$ cat config.mk
export PLATFORM = sky130hd
export DESIGN_NAME = bf16_mul
export DESIGN_NICKNAME = d
export VERILOG_FILES = /design/src/rtl/bf16_mul.sv
export SDC_FILE = /design/constraint.sdc
export NUM_CORES = 1
export LEC_CHECK = 0
export ABC_AREA = 1
export BUFFER_PORTS_ARGS = -buffer_cell sky130_fd_sc_hd__buf_2
export CAP_MARGIN = 20
export CORE_ASPECT_RATIO = 0.6
export CORE_MARGIN = 10
export CORE_UTILIZATION = 25
export CTS_BUF_LIST = sky130_fd_sc_hd__clkbuf_8
export CTS_CLUSTER_DIAMETER = 150
export CTS_CLUSTER_SIZE = 25
export DETAILED_ROUTE_END_ITERATION = 16
export GPL_ROUTABILITY_DRIVEN = 0
export PLACE_DENSITY = 0.41
export SLEW_MARGIN = 20
export SYNTH_ARGS = -nofsm -noshare
export SYNTH_HDL_FRONTEND = slang
export SYNTH_SLANG_ARGS = --single-unit
$ cat constraint.sdc
create_clock -name clk -period 3.5 [get_ports clk]
set_input_delay 0.525 -clock clk [delete_from_list [all_inputs] [get_ports clk]]
set_output_delay 0.525 -clock clk [all_outputs]
set_load 0.005 [all_outputs]
$ cat src/rtl/bf16_mul.sv
// bf16_mul: two-stage pipelined BFloat16 multiplier, round-to-nearest-even.
//   clk, rst_n         : clock, async active-low reset
//   in_valid, a, b     : operand stream (no backpressure)
//   out_valid          : result/taps valid, two cycles after in_valid
//   result             : BFloat16 product (subnormals flushed to zero)
//   m_mul/m_nor/m_round: significand product, normalized product, rounded significand
module bf16_mul (
  input  logic        clk,
  input  logic        rst_n,
  input  logic        in_valid,
  input  logic [15:0] a,
  input  logic [15:0] b,
  output logic        out_valid,
  output logic [15:0] result,
  output logic [15:0] m_mul,
  output logic [15:0] m_nor,
  output logic [15:0] m_round
);

  localparam int unsigned W  = 16;
  localparam int unsigned EW = 8;
  localparam int unsigned SW = 8;
  localparam int unsigned XW = 10;
  localparam logic signed [XW-1:0] BIAS    = 10'sd127;
  localparam logic signed [XW-1:0] ONE     = 10'sd1;
  localparam logic signed [XW-1:0] EXP_MAX = 10'sd255;
  localparam logic signed [XW-1:0] EXP_MIN = 10'sd0;
  localparam logic [W-1:0]         QNAN    = 16'h7FC0;

  // Stage 1: field decode, significand product, exponent sum, special flags
  logic [EW-1:0]        ea, eb;
  logic [SW-1:0]        sa, sb;
  logic                 a_exp0, b_exp0, a_inf, b_inf, a_nan, b_nan;
  logic [W-1:0]         prod_c;
  logic signed [XW-1:0] esum_c;

  always_comb begin
    ea     = a[14:7];
    eb     = b[14:7];
    a_exp0 = (ea == '0);
    b_exp0 = (eb == '0);
    a_inf  = (ea == '1) && (a[6:0] == '0);
    b_inf  = (eb == '1) && (b[6:0] == '0);
    a_nan  = (ea == '1) && (a[6:0] != '0);
    b_nan  = (eb == '1) && (b[6:0] != '0);
    sa     = {!a_exp0, a[6:0]};
    sb     = {!b_exp0, b[6:0]};
    prod_c = W'(sa) * W'(sb);
    esum_c = $signed(XW'(ea)) + $signed(XW'(eb)) - BIAS;
  end

  logic                 v1, sign1, nan1, inf1, zero1;
  logic [W-1:0]         prod1;
  logic signed [XW-1:0] exp1;

  always_ff @(posedge clk or negedge rst_n) begin
    if (!rst_n) begin
      v1    <= 1'b0;
      sign1 <= 1'b0;
      nan1  <= 1'b0;
      inf1  <= 1'b0;
      zero1 <= 1'b0;
      prod1 <= '0;
      exp1  <= '0;
    end else begin
      v1 <= in_valid;
      if (in_valid) begin
        sign1 <= a[15] ^ b[15];
        nan1  <= a_nan || b_nan || (a_inf && b_exp0) || (b_inf && a_exp0);
        inf1  <= a_inf || b_inf;
        zero1 <= a_exp0 || b_exp0;
        prod1 <= prod_c;
        exp1  <= esum_c;
      end
    end
  end

  // Stage 2: normalize, round (RNE), exponent fixup, special-case selection
  logic [W-1:0]         nor_c;
  logic signed [XW-1:0] enor_c, efin_c;
  logic                 guard, sticky, lsb, inc;
  logic [SW:0]          rnd_c;
  logic [SW-1:0]        sig_c;
  logic [W-1:0]         res_c;

  always_comb begin
    nor_c  = prod1[15] ? prod1 : W'(prod1 << 1);
    enor_c = prod1[15] ? exp1 + ONE : exp1;
    guard  = nor_c[7];
    sticky = |nor_c[6:0];
    lsb    = nor_c[8];
    inc    = guard && (sticky || lsb);
    rnd_c  = {1'b0, nor_c[15:8]} + (SW+1)'(inc);
    // Carry out of 0xFF+1 renormalizes to 1.0 with a bumped exponent
    sig_c  = rnd_c[SW] ? 8'h80 : rnd_c[SW-1:0];
    efin_c = rnd_c[SW] ? enor_c + ONE : enor_c;

    res_c = {sign1, efin_c[7:0], sig_c[6:0]};
    if (nan1)                   res_c = QNAN;
    else if (inf1)              res_c = {sign1, 8'hFF, 7'h00};
    else if (zero1)             res_c = {sign1, 15'h0000};
    else if (efin_c >= EXP_MAX) res_c = {sign1, 8'hFF, 7'h00};
    else if (efin_c <= EXP_MIN) res_c = {sign1, 15'h0000};
  end

  always_ff @(posedge clk or negedge rst_n) begin
    if (!rst_n) begin
      out_valid <= 1'b0;
      result    <= '0;
      m_mul     <= '0;
      m_nor     <= '0;
      m_round   <= '0;
    end else begin
      out_valid <= v1;
      if (v1) begin
        result  <= res_c;
        m_mul   <= prod1;
        m_nor   <= nor_c;
        m_round <= {sig_c, 8'h00};
      end
    end
  end

endmodule

# After elaboration in Yosys (flattened, before gate mapping)
# Cells that the tools add are included.
# Widths: inputs -> output; s select.
[classes]
n_addsub = 5
n_mul = 1
div = 0
order_cmp = 2
n_eq_ne = 2
n_shift = 0
mux = 9
bitwise = 1
n_reduce_logical = 22
[op_table]
columns = ["op", "n"]
rows = [
  ["$mux 15", 4],
  ["$mux 16", 2],
  ["$add 10x2->10 const B", 2],
  ["$mux 10", 2],
  ["$eq 8x8->1 const B", 2],
  ["$logic_not 8->1", 2],
  ["$mul 8x8->16", 1],
  ["$logic_not 7->1", 2],
  ["$reduce_bool 7->1", 2],
  ["$ge 10x9->1 const B", 1],
  ["$le 10x1->1 const B", 1],
  ["$sub 9x7->10 const B", 1],
  ["$add 8x1->9", 1],
  ["$add 8x8->9", 1],
  ["$mux 8", 1],
  ["$logic_and 1x1->1", 7],
  ["$reduce_or 7->1", 1],
  ["$logic_or 1x1->1", 6],
  ["$logic_not 1->1", 2],
  ["$xor 1x1->1", 1],
]
[totals]
ff_bits = 88
latchBits = 0
ram_bits = 0
rom_bits = 0
in_bits = 35
output_inout_bits = 65
word_cells = 54
mem_count = 0

# Logic depth before layout (Yosys ltp)
# Gate-level depths: netlist of the first run.
[logic_depth]
ltp_word = 12
depth_mapped = 23

# Least setup slack after synthesis of the first run
# OpenSTA, ideal clock, no wires.
[synth_path]
kind = "input to register"
startpoint = "input port a[9]"
endpoint = "register prod1[14]"
arrival_time_ns = 4.815
slack_ns = -1.397
path_stages = 20
path_cell_list = "or4_1 -> nor2_1 -> nor2_1 -> fa_1 -> inv_1 -> fa_1 -> fa_1 -> inv_1 -> fa_1 -> ha_1 -> nand2_1 -> nor3_1 -> nand2_1 -> o211ai_1 -> a21bo_2 -> nand2_1 -> nand2_1 -> a21oi_1 -> or2_2 -> a31oi_1"
[synth_between]
elab_chain_cells = 3
[synth_rtl]
columns = ["item", "line_no", "rtl"]
rows = [
  ["start, declared", "11", "input logic [15:0] a,"],
  ["$logic_not 8->1", "40", "a_exp0 = (ea == '0);"],
  ["$logic_not 1->1", "46", "sa = {!a_exp0, a[6:0]};"],
  ["$mul 8x8->16", "48", "prod_c = W'(sa) * W'(sb);"],
  ["end signal, assigned", "72", "prod1 <= prod_c;"],
  ["end, declared", "53", "logic [W-1:0] prod1;"],
]
# No other way between the ends.
# A chain may end at the register's enable or synchronous reset.

# Final worst setup path of the first run
[layout_path]
startpoint = "input port a[12]"
endpoint = "register prod1[14]"
# Same word-level chain as after synthesis.

==> key figures, run 1 <==
Critical path
  • CP Max Fanout: 2
  • Setup CP Type: input pin to register
  • Crit path required time: between 3000 and 4000 ps
  • Critical path origin: a[12]
  • Crit path capture type: register
  • Worst r2r src: prod1[15]
  • Critical Path Source Type: input pin
  • CP Data Arrival Time: 4720 ps

CTS
  • Clock root cell: clkbuf_8
  • Clock Sinks: 88
  • CTS Buf Count: 9
  • Worst-path clk slew: around 100 ps
  • Clk_lat worst skew: ~380 ps
  • CTS tree: done
  • CTS Buffer Depth: 2
  • Depth of the CTS H-tree: 3

Cells and area
  • Diodes inserted: 0
  • Area growth syn-to-layout: 28.7%
  • Layout cells sized above 1: 0.255
  • Final nets: between 1k and 1.5k
  • Non-Filler Instances: between 1k and 1.5k
  • FILL cells: around 3k

Power
  • Sequential share of power: 0.285
  • P_sw: 2.39 mW
  • LEAKAGE: 4.84 nW
  • Sw frac: 0.426
  • Worst vdd ir: 0.278 mV
  • Total power: 5.61 mW
  • Logic pwr share: 0.584
  • Clk pwr share: 0.131
  • Int Power: ~3.2 mW
  • PwrDens: between 600 and 700 nW/um2

Logic synthesis
  • Syn Std Cell Area: approximately 7000 um2
  • Top FF cell, synth: dfrtp_1
  • Synth Area per Inst: 7.48 um2
  • Seq cells post-synth: a little under 90
  • Leading post-synthesis cells by cell area: dfrtp_1 31%, nand2_1 14%, fa_1 11%, ha_1 9.6%, inv_1 9.1%
  • XOR/XNOR Fraction of Synth Area: 0.0224
  • Mapped Cells: ~940
  • Top-count cell post-synth: nand2_1
  • Synth area leader: dfrtp_1
  • Post-synth top cells: 258 x nand2_1, 171 x inv_1, 88 x dfrtp_1, 61 x o21ai_0, 59 x nor2_1
  • Synth top area share: 0.313
  • Post-synthesis adder-cell area fraction: 0.201
  • Seq/Total Area, Yosys: 0.313
  • Async SR Flop Fraction: 1.00
  • EDFF count, synth: 0
  • Yosys warning total: 0
  • Post-synthesis mux area share: 0
  • Compound-Gate Fraction of Synth Area: 0.0915
  • Library cells used by synthesis: between 40 and 50
  • Simple-gate share of the synthesized area: 0.246
  • Largest family of logic cells by synthesized area: simple AND/OR/NAND/NOR gates

STA
  • Crit share post-route: 1.26
  • Tmin final: approximately 4400 ps
  • Fmax: about 230 MHz
  • Final setup TNS: -5370 ps
  • Fin. Hold Viols: 0
  • Min Hold Slack: 165 ps
  • Final setup fails: 9
  • RSZ-0062 raised after global routing: yes
  • Pins over their slew limit: 0
  • Layout Skew: roughly 12 ps
  • Max transition margin: 0.367
  • Worst-margin pin slew: 948 ps
  • Final worst slack: -919 ps

Drt
  • Vias per cell: 4.20
  • DR WL met3: ~710 um
  • Via count: approximately 6.2k
  • 1st-pass router iterations: 4
  • Total Wirelength: between 20000 and 25000 um
  • Starting DRT DRC Count: 285
  • Final ANT Viol Nets: 0
  • # DRC: 0
  • WL/cell: roughly 14 um
  • Met1 Routed Length: 10800 um
  • Met2 Wirelength: about 8600 um
  • Top Layer Used: met4

Global routing
  • Global-route wire length before repair: 34500 um
  • GRT Util Overall: 0.118
  • Vias in the first global route: 6492
  • Initial antenna violation count: 0
  • Largest net degree at the start of global routing: 65
  • GRT overflow: 0

Floorplan
  • Die height: 150 um
  • I/O pin total: 100
  • FP Rows: between 40 and 50
  • Die Area: roughly 36000 um2
  • Die X: about 240 um
  • Starting Density: 0.255
  • Core Box Area: 27600 um2

Placed design
  • Port bufs: about 90
  • Post-DP HPWL: approximately 16000 um
  • Placed Cells: roughly 1.4k

Run
  • Number of max-cap violations: 0

Status
  • Status: finished, violations left
  • Failing checks: negative setup slack

Hold path
  • Tightest Hold Check Type: input pin to async pin
[power by group through the flow]
stage          Combinational [mW]  Clock (mW)  Sequential [mW]
2_1_floorplan                1.86           0             1.56
3_3_place_gp                 2.84           0             1.62
3_5_place_dp                 2.84           0             1.62
4_1_cts                      3.18       0.764             1.61
5_1_grt                      3.75       0.802             1.65
6_report                     3.28       0.733             1.60
[cells in the final DEF, fill, tap and decap left out, types with 3 or more instances in the layout]
cell type / instances
or2_2: 4
nand2_1: 253
xnor2_2: 4
xnor2_1: 6
nor2_1: 53
o21ai_0: 48
xor2_1: 8
nand3_1: 31
buf_6: 19
ha_1: 47
fa_1: 36
nor4_1: 3
buf_2: 75
nand3_2: 3
ha_4: 7
a21oi_1: 24
inv_2: 10
clkbuf_8: 9
inv_1: 159
nand2_2: 13
buf_4: 85
a21oi_2: 5
o21ai_1: 18
o21ai_2: 4
nand4_1: 13
nor2_2: 7
nor2_4: 6
conb_1: 8
dfrtp_1: 87
nor3_1: 9
a31oi_1: 3
[critical path: stages]
cell,delay (ps)
buf_6,90
or4_4,540
nor2_4,180
nor2_2,50
fa_1,470
inv_1,50
fa_1,450
fa_1,510
inv_1,50
fa_1,480
ha_4,310
nand2_4,50
nor3_2,90
nand2_1,70
o211ai_1,120
a21bo_2,180
nand2_1,50
nand2_1,70
a21oi_2,60
or2_4,220
a31oi_1,120
[cell type report]
type	count	area, um2	area share
sequential	88	2200	0.243
clock inverter	7	71.3	0.00787
multi-input combinational	642	4270	0.471
clock buffer	9	124	0.0137
tap	367	459	0.0506
timing repair buffer	181	1260	0.139
inverter	173	677	0.0747
[per-layer routing]
metal  GRT usage  vias up
met5           0        -
met4      0.0114        0
met3      0.0278        8
met2       0.184       62
met1       0.167     2884
li1            -     3205
[worst paths after layout]
path                            depth (start not counted)        end  slack [ps]
worst max-delay path                                   21  prod1[14]        -920
worst min-delay path                                    1   m_mul[4]         160
worst max register to register                         19  result[8]         390
worst min register to register                          2   m_mul[8]         470
max in group asynchronous                               2  result[7]        2630
min in group clk                                        2   m_mul[8]         470
[state kept, by name, indices dropped and copies added, names as in the netlist]
register   flops
m_mul         16
inf1           1
v1             1
sign1          1
m_round        8
nan1           1
out_valid      1
exp1          10
m_nor         16
prod1         16
zero1          1
result        16
[repair_timing]
item | in CTS | in global routing
hold buffers | 0 | 0
setup endpoints to repair | 9 | 23
setup buffers | 10 | 1
endpoints found under the hold margin | 0 | 0
pin swaps | 34 | 22
resized for setup | 34 | 46
[stage by stage]
step	setup slack (ps)	util	instance area (um2)
global placement	-1450	0.307	8490
global route	-1090	0.328	9070
CTS	-951	0.322	8900
finish	-919	0.328	9070
detailed placement	-1490	0.307	8490
floorplan	-1220	-	7240
[logic make-up (layout without fill, tap and decap cells)]
kind of cell / count (synthesis) / after routing
simple gates: 406 / 406
xor+xnor: 18 / 18
compound gates: 119 / 119
buf+inv: 219 / 370
other cells: 1 / 8
flops: 88 / 88
fa+ha+maj: 91 / 91
Note: power is estimated with default switching activity, not from simulation.
==> inputs of run 2 (changes only) <==
--- a/config.mk
+++ b/config.mk
@@ -16,7 +16,6 @@
 export CTS_CLUSTER_SIZE = 25
 export DETAILED_ROUTE_END_ITERATION = 16
 export GPL_ROUTABILITY_DRIVEN = 0
-export PLACE_DENSITY = 0.41
 export SLEW_MARGIN = 20
 export SYNTH_ARGS = -nofsm -noshare
 export SYNTH_HDL_FRONTEND = slang
==> run 2 against run 1 <==
Effect of this change:
- the flow still finishes with violations (negative setup slack)
- combinational power hardly changed
- clock power grew 15%
- cell area about the same
- largest power group unchanged
- highest routed layer unchanged
==> key figures, run 2 (synthesized netlist as in run 1, its figures left out) <==
CTS
  • Depth of the CTS H-tree: 3
  • Clock root cell: clkbuf_8
  • CTS Buffer Depth: 2
  • CTS tree: done
  • Worst-path clk slew: 90 ps
  • Clk_lat worst skew: roughly 370 ps
  • CTS Buf Count: 9
  • Clock Sinks: between 80 and 90

Power
  • Clk pwr share: 0.148
  • Sequential share of power: 0.276
  • Int Power: about 3.3 mW
  • LEAKAGE: approximately 4.9 nW
  • Logic pwr share: 0.576
  • Worst vdd ir: 0.349 mV
  • PwrDens: ~630 nW/um2
  • Total power: between 5 and 6 mW
  • Sw frac: 0.422
  • P_sw: approximately 2.4 mW

Floorplan
  • Core Box Area: 27600 um2
  • FP Rows: 47
  • Die Area: 35500 um2
  • I/O pin total: 100
  • Die height: 150 um
  • Starting Density: 0.255
  • Die X: between 200 and 250 um

Critical path
  • Critical Path Source Type: input pin
  • CP Max Fanout: 3
  • Worst path most repeated cell: fa_1
  • Critical-path cell list: buf_6 > or4_4 > nor2_4 > nor2_2 > fa_1 > inv_1 > fa_1 > fa_1 > inv_1 > fa_1 > ha_4 > nand2_2 > nor3_2 > nand2_1 > o211ai_1 > a21bo_2 > nand2_1 > nand2_1 > a21oi_2 > or2_4 > a31oi_1
  • Crit path capture type: register
  • CP max stage cell: or4_4
  • CP Data Arrival Time: between 4000 and 5000 ps
  • Crit path required time: about 3800 ps
  • Setup CP Type: input pin to register
  • Worst path max stage delay: ~540 ps

Global routing
  • Largest net degree at the start of global routing: between 70 and 80
  • GRT Util Overall: 0.119
  • M2 GR Usage: 0.171
  • Busiest grt layer: met1
  • Grt met1 use: 0.176
  • GRT overflow: 0
  • Global-route wire length before repair: roughly 34000 um
  • Initial antenna violation count: 0
  • Vias in the first global route: approximately 6.5k
  • Met3 usage: 0.0357

Cells and area
  • Final nets: roughly 1.2k
  • Layout cells sized above 1: 0.256
  • Area growth syn-to-layout: 28.8%
  • Most frequent cells in the layout: 255 x nand2_1, 158 x inv_1, 91 x buf_4
  • Finished Cell Area: 9070 um2
  • Fin util: 0.328
  • Commonest non-fill, non-tap cell in the layout: nand2_1
  • FILL cells: between 2k and 3k
  • Diodes inserted: 0

STA
  • Layout Skew: roughly 11 ps
  • Min Hold Slack: around 280 ps
  • Pins over their slew limit: 0
  • Crit share post-route: 1.30
  • Fmax: 220 MHz
  • RSZ-0062 raised after global routing: yes
  • Worst-margin pin slew: between 900 and 1000 ps
  • Tmin final: 4540 ps
  • Final setup fails: 10
  • Max transition margin: 0.366
  • Final worst slack: -1040 ps
  • Fin. Hold Viols: 0

Placed design
  • Worst slack at placement: -1600 ps
  • Port bufs: 91
  • Post-DP HPWL: between 15000 and 20000 um
  • Placed inst area: between 8000 and 9000 um2

Drt
  • Vias per cell: about 4.3
  • Starting DRT DRC Count: roughly 380
  • 1st-pass router iterations: 5
  • # DRC: 0
  • Via count: 6407
  • Final ANT Viol Nets: 0
  • Total Wirelength: between 20000 and 25000 um
  • WL/cell: approximately 14 um

Status
  • Failing checks: negative setup slack
  • Status: finished, violations left

Hold path
  • Tightest Hold Check Type: input pin to async pin

Run
  • Number of max-cap violations: 0
-- run 2: power groups by stage --
stage / clock [mW] / sequential [mW] / combinational, mW
3_5_place_dp: 0 / 1.59 / 2.92
6_report: 0.844 / 1.58 / 3.29
4_1_cts: 0.871 / 1.58 / 3.19
5_1_grt: 0.922 / 1.62 / 3.72
3_3_place_gp: 0 / 1.59 / 2.87
2_1_floorplan: 0 / 1.56 / 1.86
-- run 2: repair_timing --
| item | in CTS | in global routing |
|---|---|---|
| hold buffers | 0 | 0 |
| pin swaps | 37 | 28 |
| setup endpoints to repair | 10 | 10 |
| setup buffers | 13 | 4 |
| resized for setup | 35 | 22 |
-- run 2: final timing paths --
path	start	endpoint	slack, ps	cells past startpoint
max	a[13]	prod1[14]	-1040	21
min	rst_n	exp1[8]	280	1
max reg2reg	prod1[15]	result[0]	450	15
min reg2reg	m_mul[9]	m_mul[9]	470	2
max in group asynchronous	rst_n	m_round[8]	2380	2
min in group clk	a[15]	sign1	450	3
-- run 2: final cells by class --
| class | instances | area [um2] | share of cell area |
|---|---|---|---|
| clock buffer | 12 | 165 | 0.0182 |
| clock inverter | 4 | 75.1 | 0.00827 |
| inverter | 173 | 672 | 0.0740 |
| multi-input combinational | 642 | 4240 | 0.467 |
| sequential | 88 | 2200 | 0.243 |
| tap | 367 | 459 | 0.0506 |
| timing repair buffer | 187 | 1260 | 0.139 |
-- run 2: per-stage QoR --
stage	std cells	TNS (ps)
after floorplan	949	-6160
after detailed placement	1442	-11540
after global placement	1442	-10960
after CTS	1471	-6580
final	1473	-6110
after global routing	1473	-7920
-- run 2: worst max-delay path: cells and delay by family --
kind                     cells  cell delay (ps)
AND/OR/NAND/NOR              9             1340
adder cells (fa/ha/maj)      5             2250
buffers and inverters        3              200
AO/OA/AOI/OAI                4              510
-- run 2: metal layers --
layer | part of all wire | vias to the layer above
met2 | 0.41 | 141
met3 | 0.070 | 13
met4 | 0.0033 | 0
li1 | - | 3213
met5 | 0 | -
met1 | 0.52 | 3040
